**src/rtl/div_32_seq_pkg.sv**
```systemverilog
// Shared definitions for the sequential 32-bit divider: state encoding,
// iteration count and the default quotient reported on divide-by-zero.
package div_32_seq_pkg;

  typedef enum logic [1:0] {
    IDLE = 2'd0,
    CALC = 2'd1,
    FIX  = 2'd2,
    SIGN = 2'd3
  } state_e;

  localparam int unsigned ITER_COUNT          = 32;
  localparam logic [31:0] DBZ_QUOTIENT_DEFAULT = 32'hFFFF_FFFF;

  // Index of the last CALC iteration, sized to the iteration counter.
  function automatic logic [4:0] last_iter();
    return 5'(ITER_COUNT - 1);
  endfunction

endpackage

```
**src/rtl/div_32_seq_add_32.sv**
```systemverilog
// add_32: 32-bit carry-lookahead adder built from eight 4-bit lookahead
// groups; each group produces its carry-out from group generate/propagate.
module add_32 (
  input  logic [31:0] a_i,
  input  logic [31:0] b_i,
  input  logic        cin_i,
  output logic [31:0] sum_o,
  output logic        cout_o
);

  logic [31:0] g_s;
  logic [31:0] p_s;
  logic [32:0] c_s;

  // Generate/propagate terms and per-group lookahead carries.
  always_comb begin
    g_s    = a_i & b_i;
    p_s    = a_i ^ b_i;
    c_s    = 33'd0;
    c_s[0] = cin_i;
    for (int k = 0; k < 8; k++) begin
      c_s[4*k+1] = g_s[4*k]
                 | (p_s[4*k] & c_s[4*k]);
      c_s[4*k+2] = g_s[4*k+1]
                 | (p_s[4*k+1] & g_s[4*k])
                 | (p_s[4*k+1] & p_s[4*k] & c_s[4*k]);
      c_s[4*k+3] = g_s[4*k+2]
                 | (p_s[4*k+2] & g_s[4*k+1])
                 | (p_s[4*k+2] & p_s[4*k+1] & g_s[4*k])
                 | (p_s[4*k+2] & p_s[4*k+1] & p_s[4*k] & c_s[4*k]);
      c_s[4*k+4] = g_s[4*k+3]
                 | (p_s[4*k+3] & g_s[4*k+2])
                 | (p_s[4*k+3] & p_s[4*k+2] & g_s[4*k+1])
                 | (p_s[4*k+3] & p_s[4*k+2] & p_s[4*k+1] & g_s[4*k])
                 | ((&p_s[4*k +: 4]) & c_s[4*k]);
    end
    sum_o  = p_s ^ c_s[31:0];
    cout_o = c_s[32];
  end

endmodule

```
**src/rtl/div_32_seq.sv**
```systemverilog
// div_32_seq: multi-cycle radix-2 non-restoring 32-bit divider (DIV).
// Quotient goes to LO, remainder to HI. Signed operation divides the
// magnitudes and fixes the signs at the end; all arithmetic goes through
// add_32 instances.
module div_32_seq
  import div_32_seq_pkg::*;
#(
  parameter logic [31:0] DBZ_QUOTIENT = DBZ_QUOTIENT_DEFAULT
) (
  input  logic        clk,
  input  logic        reset_n,
  input  logic        start,
  input  logic        signed_op,
  input  logic [31:0] dividend,
  input  logic [31:0] divisor,
  output logic [31:0] quotient,
  output logic [31:0] remainder,
  output logic        busy,
  output logic        done,
  output logic        div_by_zero
);

  state_e      state_q;
  logic [32:0] r_q;          // signed partial remainder
  logic [31:0] q_q;          // quotient bits / dividend shift register
  logic [31:0] d_q;          // divisor magnitude
  logic [4:0]  count_q;
  logic        neg_quo_q;    // quotient must be negated
  logic        neg_rem_q;    // remainder must be negated
  logic        dbz_pend_q;   // completing a divide-by-zero
  logic [31:0] quotient_q;
  logic [31:0] remainder_q;
  logic        busy_q;
  logic        done_q;
  logic        dbz_q;

  // Iteration/correction adder signals
  logic        iter_sub_s;
  logic        iter_top_s;
  logic [31:0] iter_a_s;
  logic [31:0] iter_b_s;
  logic [31:0] iter_sum_s;
  logic        iter_cout_s;
  logic [32:0] iter_r_d;

  // Negation adder signals (operand magnitude in IDLE, result sign in SIGN)
  logic [31:0] neg_a_in_s;
  logic [31:0] neg_b_in_s;
  logic [31:0] neg_a_sum_s;
  logic [31:0] neg_b_sum_s;
  logic        neg_a_cout_unused;
  logic        neg_b_cout_unused;
  logic [31:0] dvd_mag_d;
  logic [31:0] dvs_mag_d;

  // Select adder operands: shifted remainder +/- D in CALC, R + D in FIX.
  always_comb begin
    iter_sub_s = 1'b0;
    iter_a_s   = r_q[31:0];
    iter_top_s = r_q[32];
    if (state_q == CALC) begin
      iter_sub_s = ~r_q[32];
      iter_a_s   = {r_q[30:0], q_q[31]};
      iter_top_s = r_q[31];
    end else begin
      iter_sub_s = 1'b0;
    end
    iter_b_s = iter_sub_s ? ~d_q : d_q;
    // 33rd bit of the result: operand top bits (D extended with 0, inverted
    // when subtracting) plus the adder carry-out.
    iter_r_d = {iter_top_s ^ iter_sub_s ^ iter_cout_s, iter_sum_s};
  end

  add_32 u_iter_add (
    .a_i    (iter_a_s),
    .b_i    (iter_b_s),
    .cin_i  (iter_sub_s),
    .sum_o  (iter_sum_s),
    .cout_o (iter_cout_s)
  );

  // Negators see raw operands in IDLE and the unsigned results otherwise.
  always_comb begin
    if (state_q == IDLE) begin
      neg_a_in_s = dividend;
      neg_b_in_s = divisor;
    end else begin
      neg_a_in_s = q_q;
      neg_b_in_s = r_q[31:0];
    end
    dvd_mag_d = (signed_op && dividend[31]) ? neg_a_sum_s : dividend;
    dvs_mag_d = (signed_op && divisor[31])  ? neg_b_sum_s : divisor;
  end

  add_32 u_neg_a (
    .a_i    (32'd0),
    .b_i    (~neg_a_in_s),
    .cin_i  (1'b1),
    .sum_o  (neg_a_sum_s),
    .cout_o (neg_a_cout_unused)
  );

  add_32 u_neg_b (
    .a_i    (32'd0),
    .b_i    (~neg_b_in_s),
    .cin_i  (1'b1),
    .sum_o  (neg_b_sum_s),
    .cout_o (neg_b_cout_unused)
  );

  // Control FSM with registered datapath and outputs.
  always_ff @(posedge clk or negedge reset_n) begin
    if (!reset_n) begin
      state_q     <= IDLE;
      r_q         <= 33'd0;
      q_q         <= 32'd0;
      d_q         <= 32'd0;
      count_q     <= 5'd0;
      neg_quo_q   <= 1'b0;
      neg_rem_q   <= 1'b0;
      dbz_pend_q  <= 1'b0;
      quotient_q  <= 32'd0;
      remainder_q <= 32'd0;
      busy_q      <= 1'b0;
      done_q      <= 1'b0;
      dbz_q       <= 1'b0;
    end else begin
      done_q <= 1'b0;
      case (state_q)
        IDLE: begin
          if (start) begin
            r_q     <= 33'd0;
            count_q <= 5'd0;
            state_q <= (divisor == 32'd0) ? SIGN : CALC;
            if (divisor == 32'd0) begin
              // Keep the raw dividend to report as the remainder.
              q_q        <= dividend;
              d_q        <= 32'd0;
              neg_quo_q  <= 1'b0;
              neg_rem_q  <= 1'b0;
              dbz_pend_q <= 1'b1;
              busy_q     <= 1'b0;
            end else begin
              q_q        <= dvd_mag_d;
              d_q        <= dvs_mag_d;
              neg_quo_q  <= signed_op & (dividend[31] ^ divisor[31]);
              neg_rem_q  <= signed_op & dividend[31];
              dbz_pend_q <= 1'b0;
              busy_q     <= 1'b1;
            end
          end else begin
            state_q <= IDLE;
          end
        end
        CALC: begin
          r_q     <= iter_r_d;
          q_q     <= {q_q[30:0], ~iter_r_d[32]};
          count_q <= count_q + 5'd1;
          if (count_q == last_iter()) begin
            state_q <= FIX;
          end else begin
            state_q <= CALC;
          end
        end
        FIX: begin
          // Negative final remainder gets D added back.
          if (r_q[32]) begin
            r_q <= iter_r_d;
          end else begin
            r_q <= r_q;
          end
          state_q <= SIGN;
        end
        SIGN: begin
          if (dbz_pend_q) begin
            quotient_q  <= DBZ_QUOTIENT;
            remainder_q <= q_q;
            dbz_q       <= 1'b1;
          end else begin
            quotient_q  <= neg_quo_q ? neg_a_sum_s : q_q;
            remainder_q <= neg_rem_q ? neg_b_sum_s : r_q[31:0];
            dbz_q       <= 1'b0;
          end
          done_q     <= 1'b1;
          busy_q     <= 1'b0;
          dbz_pend_q <= 1'b0;
          state_q    <= IDLE;
        end
        default: begin
          state_q <= IDLE;
          busy_q  <= 1'b0;
        end
      endcase
    end
  end

  assign quotient    = quotient_q;
  assign remainder   = remainder_q;
  assign busy        = busy_q;
  assign done        = done_q;
  assign div_by_zero = dbz_q;

endmodule

```
**config.mk**
```make
export PLATFORM = sky130hd
export DESIGN_NAME = div_32_seq
export DESIGN_NICKNAME = d
export VERILOG_FILES = /design/src/rtl/div_32_seq_pkg.sv /design/src/rtl/div_32_seq_add_32.sv /design/src/rtl/div_32_seq.sv
export SDC_FILE = /design/constraint.sdc
export NUM_CORES = 1
export LEC_CHECK = 0
export CORE_UTILIZATION = 25
export CTS_BUF_LIST = sky130_fd_sc_hd__clkbuf_4 sky130_fd_sc_hd__clkbuf_8 sky130_fd_sc_hd__clkbuf_16
export DETAILED_ROUTE_END_ITERATION = 8
export GPL_TIMING_DRIVEN = 0
export MAX_ROUTING_LAYER = met4
export SLEW_MARGIN = 40
export SYNTH_ARGS = -nofsm -noshare
export SYNTH_HDL_FRONTEND = slang
export SYNTH_SLANG_ARGS = --single-unit
```
**constraint.sdc**
```tcl
create_clock -name clk -period 7.9 [get_ports clk]
set_input_delay 1.58 -clock clk [delete_from_list [all_inputs] [get_ports clk]]
set_output_delay 1.58 -clock clk [all_outputs]
set_load 0.03 [all_outputs]
```
# == Yosys cells after proc, flatten, opt, wreduce, memory -nomap -nowiden ==
# Index checks and enable logic that the tools add are counted.
# totals
ff_bits,174
output_inout_bits,67
# op_classes
n_addsub,1
eq_ne,6
mux,35
n_bitwise,317
n_reduce_logical,34
# ops
cell,n
$mux 32,13
$and 1x1->1,224
$xor 32x32->32,4
$pmux 33 s3,1
$not 32->32,3
$reduce_and 4->1,22
$or 1x1->1,80
$mux 33,2
$pmux 32 s2,1
$and 32x32->32,1
$logic_not 32->1,1
$mux 1,10
$pmux 5 s2,1
$pmux 2 s4,1
$reduce_and 2->1,4
$mux 2,3
$add 5x1->5 const B,1
$eq 5x5->1 const B,1
$mux 5,1
$eq 2x2->1 const B,2
$ne 2x2->1 const B,2
$pmux 1 s2,2
$reduce_bool 2->1,2
$reduce_and 3->1,1
6 further kinds,10

# == Depth between registers and ports, before layout ==
# Gate-level depths: netlist (run 1).
# logic_depth
depth_word,26
depth_mapped,24
mapped_depth_nobuf,17

# == By module ==
# From an unflattened synthesis (run 1), not the netlist that was laid out.
# hier_totals
cells_unflattened,1459
area_unflattened_um2,13972.2
# by_module_without_submodules
mod,instances,cells_per_inst,area_each_um2,seq_area_each_um2
div_32_seq,1,977,9903.2,4354.2
add_32 at u_iter_add,1,169,1405.1,0.0
add_32 at u_neg_a,1,159,1335.0,0.0
add_32 at u_neg_b,1,154,1328.8,0.0

# == Least setup slack after synthesis (run 1) ==
# OpenSTA, ideal clock, no wires.
# synth_path
path_kind,flip-flop to flip-flop
startpoint,register state_q[0]
endpoint,register q_q[31]
t_arrival_ns,4.781
setup_slack_ns,3.052
path_stages_with_launch,21
period_less_slack_ns,4.848
cell_sequence,dfrtp_1 -> inv_1 -> ha_1 -> buf_6 -> buf_4 -> buf_4 -> buf_4 -> buf_2 -> buf_2 -> buf_2 -> buf_2 -> mux2i_1 -> ha_1 -> o221ai_2 -> or4_4 -> or4b_1 -> buf_2 -> nor3_4 -> a21oi_1 -> nor4b_1 -> a221o_1
# synth_via
elab_chain_cells,16
word_cells_on_any_way,28
classes_between,2 x eq/ne; 5 x mux; 11 x bitwise; 10 x reduce/logical
# synth_lines
item,line_no,text
from (decl),div_32_seq.sv:23,state_e state_q;
from (signal assigned),div_32_seq.sv:134,state_q <= (divisor == 32'd0) ? SIGN : CALC;
$logic_not 2->1,"div_32_seq.sv:84, div_32_seq.sv:129",
$mux 32,div_32_seq.sv:84,if (state_q == IDLE) begin
$not 32->32,div_32_seq.sv:97,".b_i (~neg_a_in_s),"
$reduce_and 4->1,div_32_seq_add_32.sv:35,| ((&p_s[4*k +: 4]) & c_s[4*k]);
$and 1x1->1 (6 in series),div_32_seq_add_32.sv:35,
$and 1x1->1,div_32_seq_add_32.sv:30,| (p_s[4*k+2] & p_s[4*k+1] & p_s[4*k] & c_s[4*k]);
$xor 32x32->32,div_32_seq_add_32.sv:37,sum_o = p_s ^ c_s[31:0];
$mux 32,div_32_seq.sv:91,dvd_mag_d = (signed_op && dividend[31]) ? neg_a_sum_s : dividend;
$mux 32,div_32_seq.sv:135,if (divisor == 32'd0) begin
$mux 32,div_32_seq.sv:131,if (start) begin
$pmux 32 s2,div_32_seq.sv:129,case (state_q)
to (signal assigned),div_32_seq.sv:137,q_q <= dividend;
to (signal assigned),div_32_seq.sv:144,q_q <= dvd_mag_d;
to (signal assigned),div_32_seq.sv:157,"q_q <= {q_q[30:0], ~iter_r_d[32]};"
to (decl),div_32_seq.sv:25,logic [31:0] q_q;
# Several ways; a longest one is shown, not always the timed one. The select of a mux whose other input is x is not followed.
# A chain may end at the register's enable or synchronous reset.

# == Worst setup path in the final report (run 1) ==
# layout_path
startpoint,register state_q[1]
endpoint,register q_q[31]
# Same word-level chain as after synthesis.

==> reports/metrics.yaml, run 1 <==
global_route:
  grt_pass1_vias: 13300
  grt_max_degree: 70
  grt_usage_pct: 23.4
  antenna_found_initial: 1
  grt-ovfl-total: 0
  grt_pass1_wl_mm: 89.2
routing:
  drt_wl_total_mm: 61.4
  route.vias.total: 13800
  drt_iter0_drc: 1823
  via_per_inst: 5.58
  ant_nets: 0
  routedWlPerCell_um: 24.7
  drc: 0
  first_pass_iters: 8
die:
  fp-row-count: 84
  core_um2: 52400
  initial_core_util_pct: 25.3
  pin_count: 135
  die_y_um: 232
  die_area_um2: 54000
  fp.dieW_um: 232
sta:
  rsz0062_at_grt: "no"
  finalCriticalPeriod_ns: 7.02
  clock_skew_ns: 0.0126
  timing.final.ws_setup_ns: 0.878
  max_freq_mhz: 142
  whs_ns: 0.505
  hold_violations: 0
  worstMarginPinSlew_ns: 0.885
  setup_violations: 0
  slew_violations: 0
  relSlewSlack_pct: 41.0
  fin_crit_sh_pct: 88.9
synthesis:
  async_reset_ff_share_pct: 100
  ys_warn_count: 0
  synth_top_family_by_area: "compound AO/OA/AOI/OAI gates"
  synth_cell_types: 72
  synthCells: 1626
  synth_edf_count: 0
  synth_xor_area_share_pct: 6.60
  synthSimpleGateAreaFrac_pct: 18.1
  synth_area_um2: 13300
  synthMuxAreaShare_pct: 8.22
  ys_seq_area_share_pct: 32.8
  synth_ff_type: "dfrtp_1"
  synth_seq_cells: 174
  syn_nets: 1756
  syn_avg_cell_area_um2: 8.16
  synth_fa_ha_area_share_pct: 6.25
  synth_compound_area_share_pct: 23.0
pwr:
  p_switching_mw: 3.62
  p_int_mw: 3.26
  ir_drop_uv: 228
  p_comb_share_pct: 65.4
  power.share.clock_pct: 12.8
  seqPwrFrac_pct: 21.9
  cellLeakagePower_nw: 6.34
  power.share.switching_pct: 52.6
  powerDensity_nw_per_um2: 427
clock_tree:
  tritoncts: "yes"
  cts.sinks: 174
  root_buffer: "clkbuf_16"
  clk_pin_slew_worst_paths_ns: 0.08
  cts_setup_buffers: 0
  numCtsBuffers: 17
  clockBufferDepth: 2
  worst_skew_pair.late_latency_ns: 0.48
  ctsResizeCount: 0
  hold_buffers: 0
  cts.htree.levels: 4
outcome:
  status: "completed"
critical_path:
  cp-end-kind: "register"
  worstSetupPathType: "register to register"
  critPathMaxFanout: 10
  arrival_ns: 7.43
  worst_ep_required_time_ns: 8.31
  critPathLaunchType: "register"
  r2r_cells: 20
  r2r_slack_ns: 0.88
min_path:
  hold_class: "register to register"
  min_delay_path_depth: 1
place:
  place.gp.congestion: 0.990
  dp.cells: 2449
  dp_hpwl_mm: 46.2
  dp_slack_ns: 1.17
  port_buffers: 133
finish:
  fill_cells: 5536
  drive_gt1_share_pct: 6.47
  nNetsFinal: 1911
  area_growth_syn_to_layout_pct: 21.5
  fin_cells: 2482
  n_antenna_cell: 0
flow_run:
  drv_cap: 0
## per-layer routing
metal  track usage, %  part of all wire [%]  up-vias
li1                 -                     -     6175
met4             8.59                   3.5        0
met3             4.53                   9.7      136
met1             31.2                    43     6750
met2             34.8                    44      784
met5                -                     0        -
## worst max-delay path: stages (launching register included)
cell and delay [ns]:
dfrtp_1 0.44, inv_1 0.11, ha_1 0.25, buf_6 0.18, buf_4 0.27, buf_4 0.30
buf_4 0.27, buf_2 0.29, buf_2 0.45, buf_2 0.42, buf_2 0.44, mux2i_1 0.33
ha_1 0.33, o221ai_2 0.20, or4_4 0.59, or4b_1 0.61, buf_2 0.22, nor3_4 0.47
a21oi_1 0.14, nor4b_1 0.42, a221o_1 0.18
## layout by cell type, fill, tap and decap left out, types with 14 or more instances in the layout
master           instances
clkbuf_1                97
clkdlybuf4s50_1        132
a21oi_1                165
xor2_1                  35
clkbuf_16               17
nand2_1                167
o22ai_1                 37
inv_1                   30
a22oi_1                 18
mux2i_1                 65
nand2b_1                17
nand4_1                 14
nor2_1                 175
nor3_1                  33
nand3_1                 23
mux2_2                  39
a31oi_1                 27
a211oi_1                20
xnor2_1                 65
ha_1                    55
o21ai_0                134
buf_2                   18
dfrtp_1                174
## cells by family after synthesis
logic type,Yosys count
xor gates and xnor gates,100
buffers and inverters,165
adders and majority gates,62
AOI/OAI and AO/OA,505
and+or+nand+nor,516
DFF,174
muxes,104
## power by group through the flow
stage / Sequential (mW) / Clock, mW / Combinational [mW]
global placement: 1.50 / 0 / 4.30
global route: 1.53 / 0.917 / 4.87
detailed placement: 1.50 / 0 / 4.39
CTS: 1.49 / 0.880 / 4.41
floorplan: 1.45 / 0 / 2.98
finish: 1.51 / 0.878 / 4.50
## registers in the layout, summed over array words and instances, names as in the netlist, 2 cells and up
| signal | cells |
|---|---|
| remainder | 32 |
| q_q | 32 |
| count_q | 5 |
| d_q | 32 |
| r_q | 33 |
| quotient | 32 |
| state_q | 2 |
## Yosys cell counts, types with 17 or more instances
master	number	area share, %
nor2_1	175	5.0
dfrtp_1	174	33
nand2_1	167	4.7
a21oi_1	165	6.2
o21ai_0	134	5.1
clkbuf_1	102	2.9
mux2i_1	65	4.9
xnor2_1	65	4.3
ha_1	55	5.2
mux2_2	39	3.3
o22ai_1	37	1.7
xor2_1	35	2.3
nor3_1	33	1.2
inv_1	30	0.85
a31oi_1	27	1.3
nand3_1	23	0.87
a211oi_1	20	1.1
a22oi_1	18	1.0
nand2b_1	17	0.80
## final timing paths
path / endpoint / from
min reg2reg: quotient[10] / quotient[10]
max: q_q[31] / state_q[1]
min: quotient[10] / quotient[10]
max in group asynchronous: r_q[19] / reset_n
min in group asynchronous: quotient[0] / reset_n
max reg2reg: q_q[31] / state_q[1]
## through the flow
| step | total power [mW] | instance area, um2 | setup TNS [ns] | util (%) |
|---|---|---|---|---|
| final | 6.88 | 16100 | 0 | 30.7 |
| after detailed placement | 5.89 | 15500 | 0 | 29.6 |
| after CTS | 6.78 | 16100 | 0 | 30.7 |
| after global placement | 5.80 | 15500 | -442.33 | 29.5 |
| after global routing | 7.32 | 16100 | 0 | 30.7 |
| after floorplan | 4.43 | 13300 | 0 | - |
## area by class of cell
type	count	area (um2)	share of cell area, %
Multi-Input combinational cell	1287	8250	51.2
Sequential cell	174	4350	27.0
Timing Repair Buffer	136	1400	8.68
Tap cell	688	861	5.34
Buffer	134	556	3.45
Clock buffer	17	425	2.64
Clock inverter	15	150	0.932
Inverter	31	116	0.722
No activity file was read; power rests on OpenSTA's default activity.
==> inputs of run 2 (changes only) <==
- PLACE_DENSITY: default -> 0.46
- SYNTH_HIERARCHICAL: default -> 1
==> run 2 against run 1 <==
Critical path depth down 3; count of clock-buffer cells in the layout is 4 higher; register-to-register slack better by 1.4 ns; synthesized cell count decreased by 10%; clock power is 8.8% higher; critical path type unchanged; wire length decreased by 24%; sequential cell count unchanged; non-clock buffer count is 54 lower; sequential power barely moved.
==> reports/metrics.yaml, run 2 <==
outcome:
  status: "completed"
flow_run:
  drv_cap: 0  # unchanged
routing:
  route.vias.total: 11800  # -14%
  via_per_inst: 4.83  # -13%
  drt_iter0_drc: 579  # -68%
  drt_wl_total_mm: 46.8  # -24%
  routedWlPerCell_um: 19.0  # -23%
  drc: 0  # unchanged
  first_pass_iters: 5  # -3
  ant_nets: 0  # unchanged
sta:
  hold_violations: 0  # unchanged
  clock_skew_ns: 0.0141  # +0.00155 ns
  setup_violations: 0  # unchanged
  finalCriticalPeriod_ns: 5.59  # -1.44 ns
  fin_crit_sh_pct: 70.7  # -18 points
  max_freq_mhz: 179  # +26%
  relSlewSlack_pct: 39.0  # -2.0 points
  slew_violations: 0  # unchanged
  worstMarginPinSlew_ns: 0.909  # +0.0232 ns
  rsz0062_at_grt: "no"
finish:
  final_cell_mix: "mux2i_1 (193), dfrtp_1 (174), clkdlybuf4s50_1 (132)"
  regMostFlops: "r_q"
  final_common_cell: "mux2i_1"
  nNetsFinal: 1889  # -1.2%
  fill_cells: 5772  # +4.3%
  largest_reg_flops: 33  # unchanged
  design_area_um2: 17300  # +7.2%
  drive_gt1_share_pct: 7.97  # +1.5 points
  fin_util_pct: 31.3  # +0.63 points
  area_growth_syn_to_layout_pct: 23.7
pwr:
  powerDensity_nw_per_um2: 427  # about the same
  cellLeakagePower_nw: 7.72  # +22%
  ir_drop_uv: 182  # -20%
  p_total_mw: 7.38  # +7.2%
clock_tree:
  numCtsBuffers: 17  # unchanged
  worst_skew_pair.late_latency_ns: 0.46  # -0.02 ns
  root_buffer: "clkbuf_16"
  hold_buffers: 0  # unchanged
  tritoncts: "yes"
  clockBufferDepth: 2  # unchanged
  cts.htree.levels: 4  # unchanged
  cts_setup_buffers: 0  # unchanged
  cts.sinks: 174  # unchanged
  ctsResizeCount: 0  # unchanged
  clk_pin_slew_worst_paths_ns: 0.08  # about the same
global_route:
  grt-ovfl-total: 0  # unchanged
  grt_max_degree: 63  # -10%
  grt_pass1_wl_mm: 72.5  # -19%
  gr-usage-met2_pct: 28.1  # -6.7 points
  grt_usage_pct: 17.2  # -6.1 points
  busiest_layer: "met2"
  grt_use_met1_pct: 22.0  # -9.3 points
  grt_use_met3_pct: 1.87  # -2.7 points
  grt_pass1_vias: 12300  # -7.5%
  antenna_found_initial: 0  # -1
critical_path:
  cpPeakStageDelay_ns: 0.63  # +0.02 ns
  critical_path.cell_chain: "inv_1, ha_1, clkbuf_1, clkbuf_2, mux2i_1, ha_1, a21o_1, and4_1, o2111ai_1, nand3_1, a221o_1, a221o_1, fa_1, xor2_1, mux2i_1, o21ai_0, mux2_2"
  cp-end-kind: "register"
  critical-path-slowest-cell: "clkbuf_1"
  critPathMaxFanout: 10  # unchanged
  critPathLaunchType: "register"
  worst_ep_required_time_ns: 8.25  # -0.06 ns
  arrival_ns: 5.94  # -1.49 ns
  crit_buf_inv: 3  # -7
  worstSetupPathType: "register to register"
  cp_top_family: "compound AO/OA/AOI/OAI gates"
die:
  pin_count: 135  # unchanged
  fp.dieW_um: 238  # +2.6%
  fp-row-count: 86  # +2.4%
  die_y_um: 238  # +2.6%
  core_um2: 55100  # +5.0%
  initial_core_util_pct: 25.3  # +0.050 points
  die_area_um2: 56800  # +5.2%
place:
  placed_area_um2: 16600  # +7.1%
  place.gp.congestion: 0.849  # -14%
  port_buffers: 133  # unchanged
  dp_hpwl_mm: 37.1  # -20%
min_path:
  hold_class: "register to register"
synthesis:
  synthCells: 1457  # -10%
  syn_avg_cell_area_um2: 9.58  # +17%
  ys_warn_count: 6  # +6
  synth_area_um2: 14000  # +5.3%
## run 2: changes by cell type in the layout (fill, tap and decap cells not counted), sizes merged, moves of 16 or more
cell,delta
ha,+48
a21oi,-52
a22oi,-16
fa,+17
conb,+84
a21o,+20
nor2,-86
mux2,+26
nor3,-24
a22o,+24
nand2,-65
clkbuf,-44
o21ai,-19
mux2i,+128
## run 2: through the flow
step,instances,hold WS [ns],setup WS [ns],setup TNS (ns)
2_1_floorplan,1539,0.458,3.45,0
3_3_place_gp,2420,0.481,-2.77,-478.74
3_5_place_dp,2423,0.484,2.02,0
4_1_cts,2454,0.504,2.13,0
5_1_grt,2454,0.519,2.02,0
6_report,2455,0.504,2.31,0
## run 2: final timing paths
kind,startpoint,slack (ns),cells after the start,to
min,count_q[4],0.50,1,count_q[4]
min reg2reg,count_q[4],0.50,1,count_q[4]
max,state_q[0],2.31,17,remainder[29]
max reg2reg,state_q[0],2.31,17,remainder[29]
max in group asynchronous,reset_n,6.06,3,remainder[5]
min in group asynchronous,reset_n,0.95,1,remainder[25]
## run 2: layout make-up
cell class                 instances  area, um2  area share [%]
sequential                       174       4350            25.2
buffer                            80        338            1.96
clock buffer                      21        474            2.75
antenna                            1       2.50          0.0145
timing repair buffer             136       1420            8.22
clock inverter                    10        161           0.935
tap                              748        936            5.42
multi-input combinational       1251       9460            54.8
inverter                          34        128           0.739
## run 2: power breakdown
group          total (mW)  internal, mW  switching (mW)
registers            1.48          1.16           0.325
logic                4.94          2.16            2.78
clock network       0.955         0.556           0.399
total                7.38          3.87            3.51
## run 2: per-layer routing
| metal | routed length, um | vias to the layer above |
|---|---|---|
| met5 | 0 | - |
| met4 | 1410 | 0 |
| met3 | 1370 | 65 |
| met2 | 22400 | 221 |
| met1 | 21600 | 5839 |
| li1 | - | 5722 |
## run 2: worst register-to-register path, stage by stage (launching register included)
cell and delay [ns]:
dfrtp_1 0.42, inv_1 0.10, ha_1 0.24, clkbuf_1 0.63, clkbuf_2 0.54, mux2i_1 0.18, ha_1 0.29, a21o_1 0.19
and4_1 0.23, o2111ai_1 0.44, nand3_1 0.21, a221o_1 0.46, a221o_1 0.43, fa_1 0.39, xor2_1 0.18, mux2i_1 0.17
o21ai_0 0.10, mux2_2 0.28
==> inputs of run 3 (changes only) <==
- PLACE_DENSITY: 0.46 -> 0.48
- clock period: 7.9 -> 5.06 ns (I/O delays scaled with it)
==> run 3 against run 2 <==
Clock skew is 0.0017 ns lower; total power grew 56%; wire length fell by 0.19%; sequential cell count did not move; fmax increased by 16%; worst setup slack worse by 2.1 ns; sequential share of layout area fell by 0.060 points; register-to-register slack worse by 2.1 ns; combinational power grew 56%; design area rose by 0.24%; first-iteration DRC count is 0.35% higher; critical path type unchanged; largest power group unchanged; highest routed layer unchanged.
==> reports/metrics.yaml, run 3 (synthesized netlist as in run 2, its figures left out) <==
pwr:
  seqPwrFrac_pct: 20.1  # about the same
  p_switching_mw: 5.45  # +55%
  powerDensity_nw_per_um2: 666  # +56%
  cellLeakagePower_nw: 7.75  # +0.41%
  ir_drop_uv: 290  # +59%
  power.share.clock_pct: 13.0  # about the same
  p_int_mw: 6.07  # +57%
  power.share.switching_pct: 47.3  # -0.22 points
  p_comb_share_pct: 66.9  # about the same
clock_tree:
  cts.htree.levels: 4  # unchanged
  clockBufferDepth: 2  # unchanged
  cts.sinks: 174  # unchanged
  hold_buffers: 0  # unchanged
  clk_pin_slew_worst_paths_ns: 0.07  # about the same
  worst_skew_pair.late_latency_ns: 0.47  # about the same
  tritoncts: "yes"
  numCtsBuffers: 17  # unchanged
  root_buffer: "clkbuf_16"
global_route:
  grt_pass1_wl_mm: 71.7  # -1.2%
  antenna_found_initial: 0  # unchanged
  grt_pass1_vias: 12200  # -0.42%
  grt-ovfl-total: 0  # unchanged
  grt_max_degree: 63  # unchanged
  grt_usage_pct: 17.1  # -0.18 points
routing:
  drt_iter0_drc: 581  # +0.35%
  routedWlPerCell_um: 19.0  # -0.15%
  first_pass_iters: 5  # unchanged
  ant_nets: 0  # unchanged
  route.vias.total: 11900  # +0.35%
  wl_met2_mm: 22.6  # +1.3%
  met1Wirelength_mm: 21.3  # -1.6%
  via_per_inst: 4.84  # +0.39%
  wl_met3_mm: 1.55  # +13%
  drc: 0  # unchanged
  drt_wl_total_mm: 46.7  # -0.19%
  topRoutingLayerUsed: "met4"
die:
  fp.dieW_um: 238  # unchanged
  core_um2: 55100  # unchanged
  fp-row-count: 86  # unchanged
  pin_count: 135  # unchanged
  initial_core_util_pct: 25.3  # unchanged
  die_y_um: 238  # unchanged
  die_area_um2: 56800  # unchanged
sta:
  rsz0062_at_grt: "no"
  clock_skew_ns: 0.0124  # -0.00171 ns
  slew_violations: 0  # unchanged
  relSlewSlack_pct: 43.4  # +4.4 points
  max_freq_mhz: 208  # +16%
  hold_violations: 0  # unchanged
  finalCriticalPeriod_ns: 4.82  # -0.770 ns
  fin_crit_sh_pct: 95.2  # +24 points
  worstMarginPinSlew_ns: 0.848  # -0.0602 ns
  setup_violations: 0  # unchanged
critical_path:
  arrival_ns: 5.13  # -0.81 ns
  worst_ep_required_time_ns: 5.38  # -2.87 ns
  critical-path-slowest-cell: "clkdlybuf4s15_1"
  cpPeakStageDelay_ns: 0.66  # +0.03 ns
  cp_top_family: "compound AO/OA/AOI/OAI gates"
  crit_buf_inv: 3  # unchanged
  critPathMaxFanout: 10  # unchanged
  critical_path.cell_chain: "inv_1, ha_1, clkbuf_4, clkdlybuf4s15_1, mux2i_1, ha_1, o21a_1, o2111ai_1, a31oi_1, and3_1, a221o_1, a221o_1, fa_1, xor2_1, mux2i_1, a21oi_1"
  critPathLaunchType: "register"
  cp-end-kind: "register"
  worstSetupPathType: "register to register"
flow_run:
  drv_cap: 0  # unchanged
place:
  placed_area_um2: 16600  # unchanged
  port_buffers: 133  # unchanged
  place.gp.congestion: 0.848  # -0.11%
  dp_hpwl_mm: 36.9  # -0.49%
  dp.cells: 2423  # unchanged
finish:
  final_common_cell: "mux2i_1"
  nNetsFinal: 1889  # unchanged
  drive_gt1_share_pct: 8.38  # +0.41 points
  n_antenna_cell: 0  # -1
  design_area_um2: 17300  # +0.24%
  fin_cells: 2454  # -0.041%
  area_growth_syn_to_layout_pct: 24.0
  final_cell_mix: "mux2i_1 (193), dfrtp_1 (174), clkdlybuf4s50_1 (132)"
  largest_reg_flops: 33  # unchanged
  regMostFlops: "r_q"
outcome:
  status: "completed"
min_path:
  hold_class: "primary input to asynchronous set/reset pin"
==> run 3: worst register-to-register path: cells and delay by family (launching register included) <==
family / cells / cell delay (ns)
AO/OA/AOI/OAI: 6 / 1.42
buffers and inverters: 3 / 1.05
adder cells (fa/ha/maj): 3 / 1.00
flip-flops: 1 / 0.43
multiplexers: 2 / 0.39
AND/OR/NAND/NOR: 1 / 0.19
XOR/XNOR: 1 / 0.18
==> run 3: path summary, 6_finish.rpt <==
check	cells past startpoint	endpoint	start	slack, ns
hold / removal	1	quotient[21]	reset_n	0.41
max in group asynchronous	4	remainder[18]	reset_n	3.49
setup reg to reg	16	quotient[29]	state_q[0]	0.24
hold reg to reg	2	d_q[15]	d_q[15]	0.50
min in group clk	2	d_q[15]	d_q[15]	0.50
setup / recovery	16	quotient[29]	state_q[0]	0.24
==> run 3: what timing repair did <==
action                                  CTS  global route
hold endpoints to repair                  0             0
pin swaps                                 0             0
setup buffers                             0             0
resized for setup                         5             8
endpoints found under the setup margin   19             6
==> run 3: layout make-up <==
class / instances / area, um2
Timing Repair Buffer: 136 / 1420
Multi-Input combinational cell: 1251 / 9470
Buffer: 80 / 362
Tap cell: 748 / 936
Fill cell: 5828 / 37800
Inverter: 34 / 128
Clock buffer: 22 / 488
Sequential cell: 174 / 4350
Clock inverter: 9 / 158
==> run 3: power by group through the flow <==
stage,clock (mW),sequential [mW],combinational (mW)
after floorplan,0,2.17,5.94
after global placement,0,2.31,7.48
after detailed placement,0,2.32,7.62
after CTS,1.53,2.30,7.66
after global routing,1.58,2.37,8.56
final,1.50,2.31,7.71
==> run 3: layer usage <==
metal	vias up	track usage [%]
met2	218	28.4
li1	5726	-
met1	5884	21.3
met4	0	5.67
met5	-	-
met3	60	2.12
==> run 3: stage by stage <==
stage | hold WS [ns] | power, mW | setup slack [ns] | TNS, ns | util, %
2_1_floorplan | 0.458 | 8.11 | 0.677 | 0 | -
3_3_place_gp | 0.482 | 9.79 | -5.04 | -883.82 | 30.0
3_5_place_dp | 0.488 | 9.94 | -0.522 | -3.49 | 30.2
4_1_cts | 0.407 | 11.5 | 0.0101 | 0 | 31.4
5_1_grt | 0.429 | 12.5 | 0.00807 | 0 | 31.4
6_report | 0.409 | 11.5 | 0.244 | 0 | 31.4
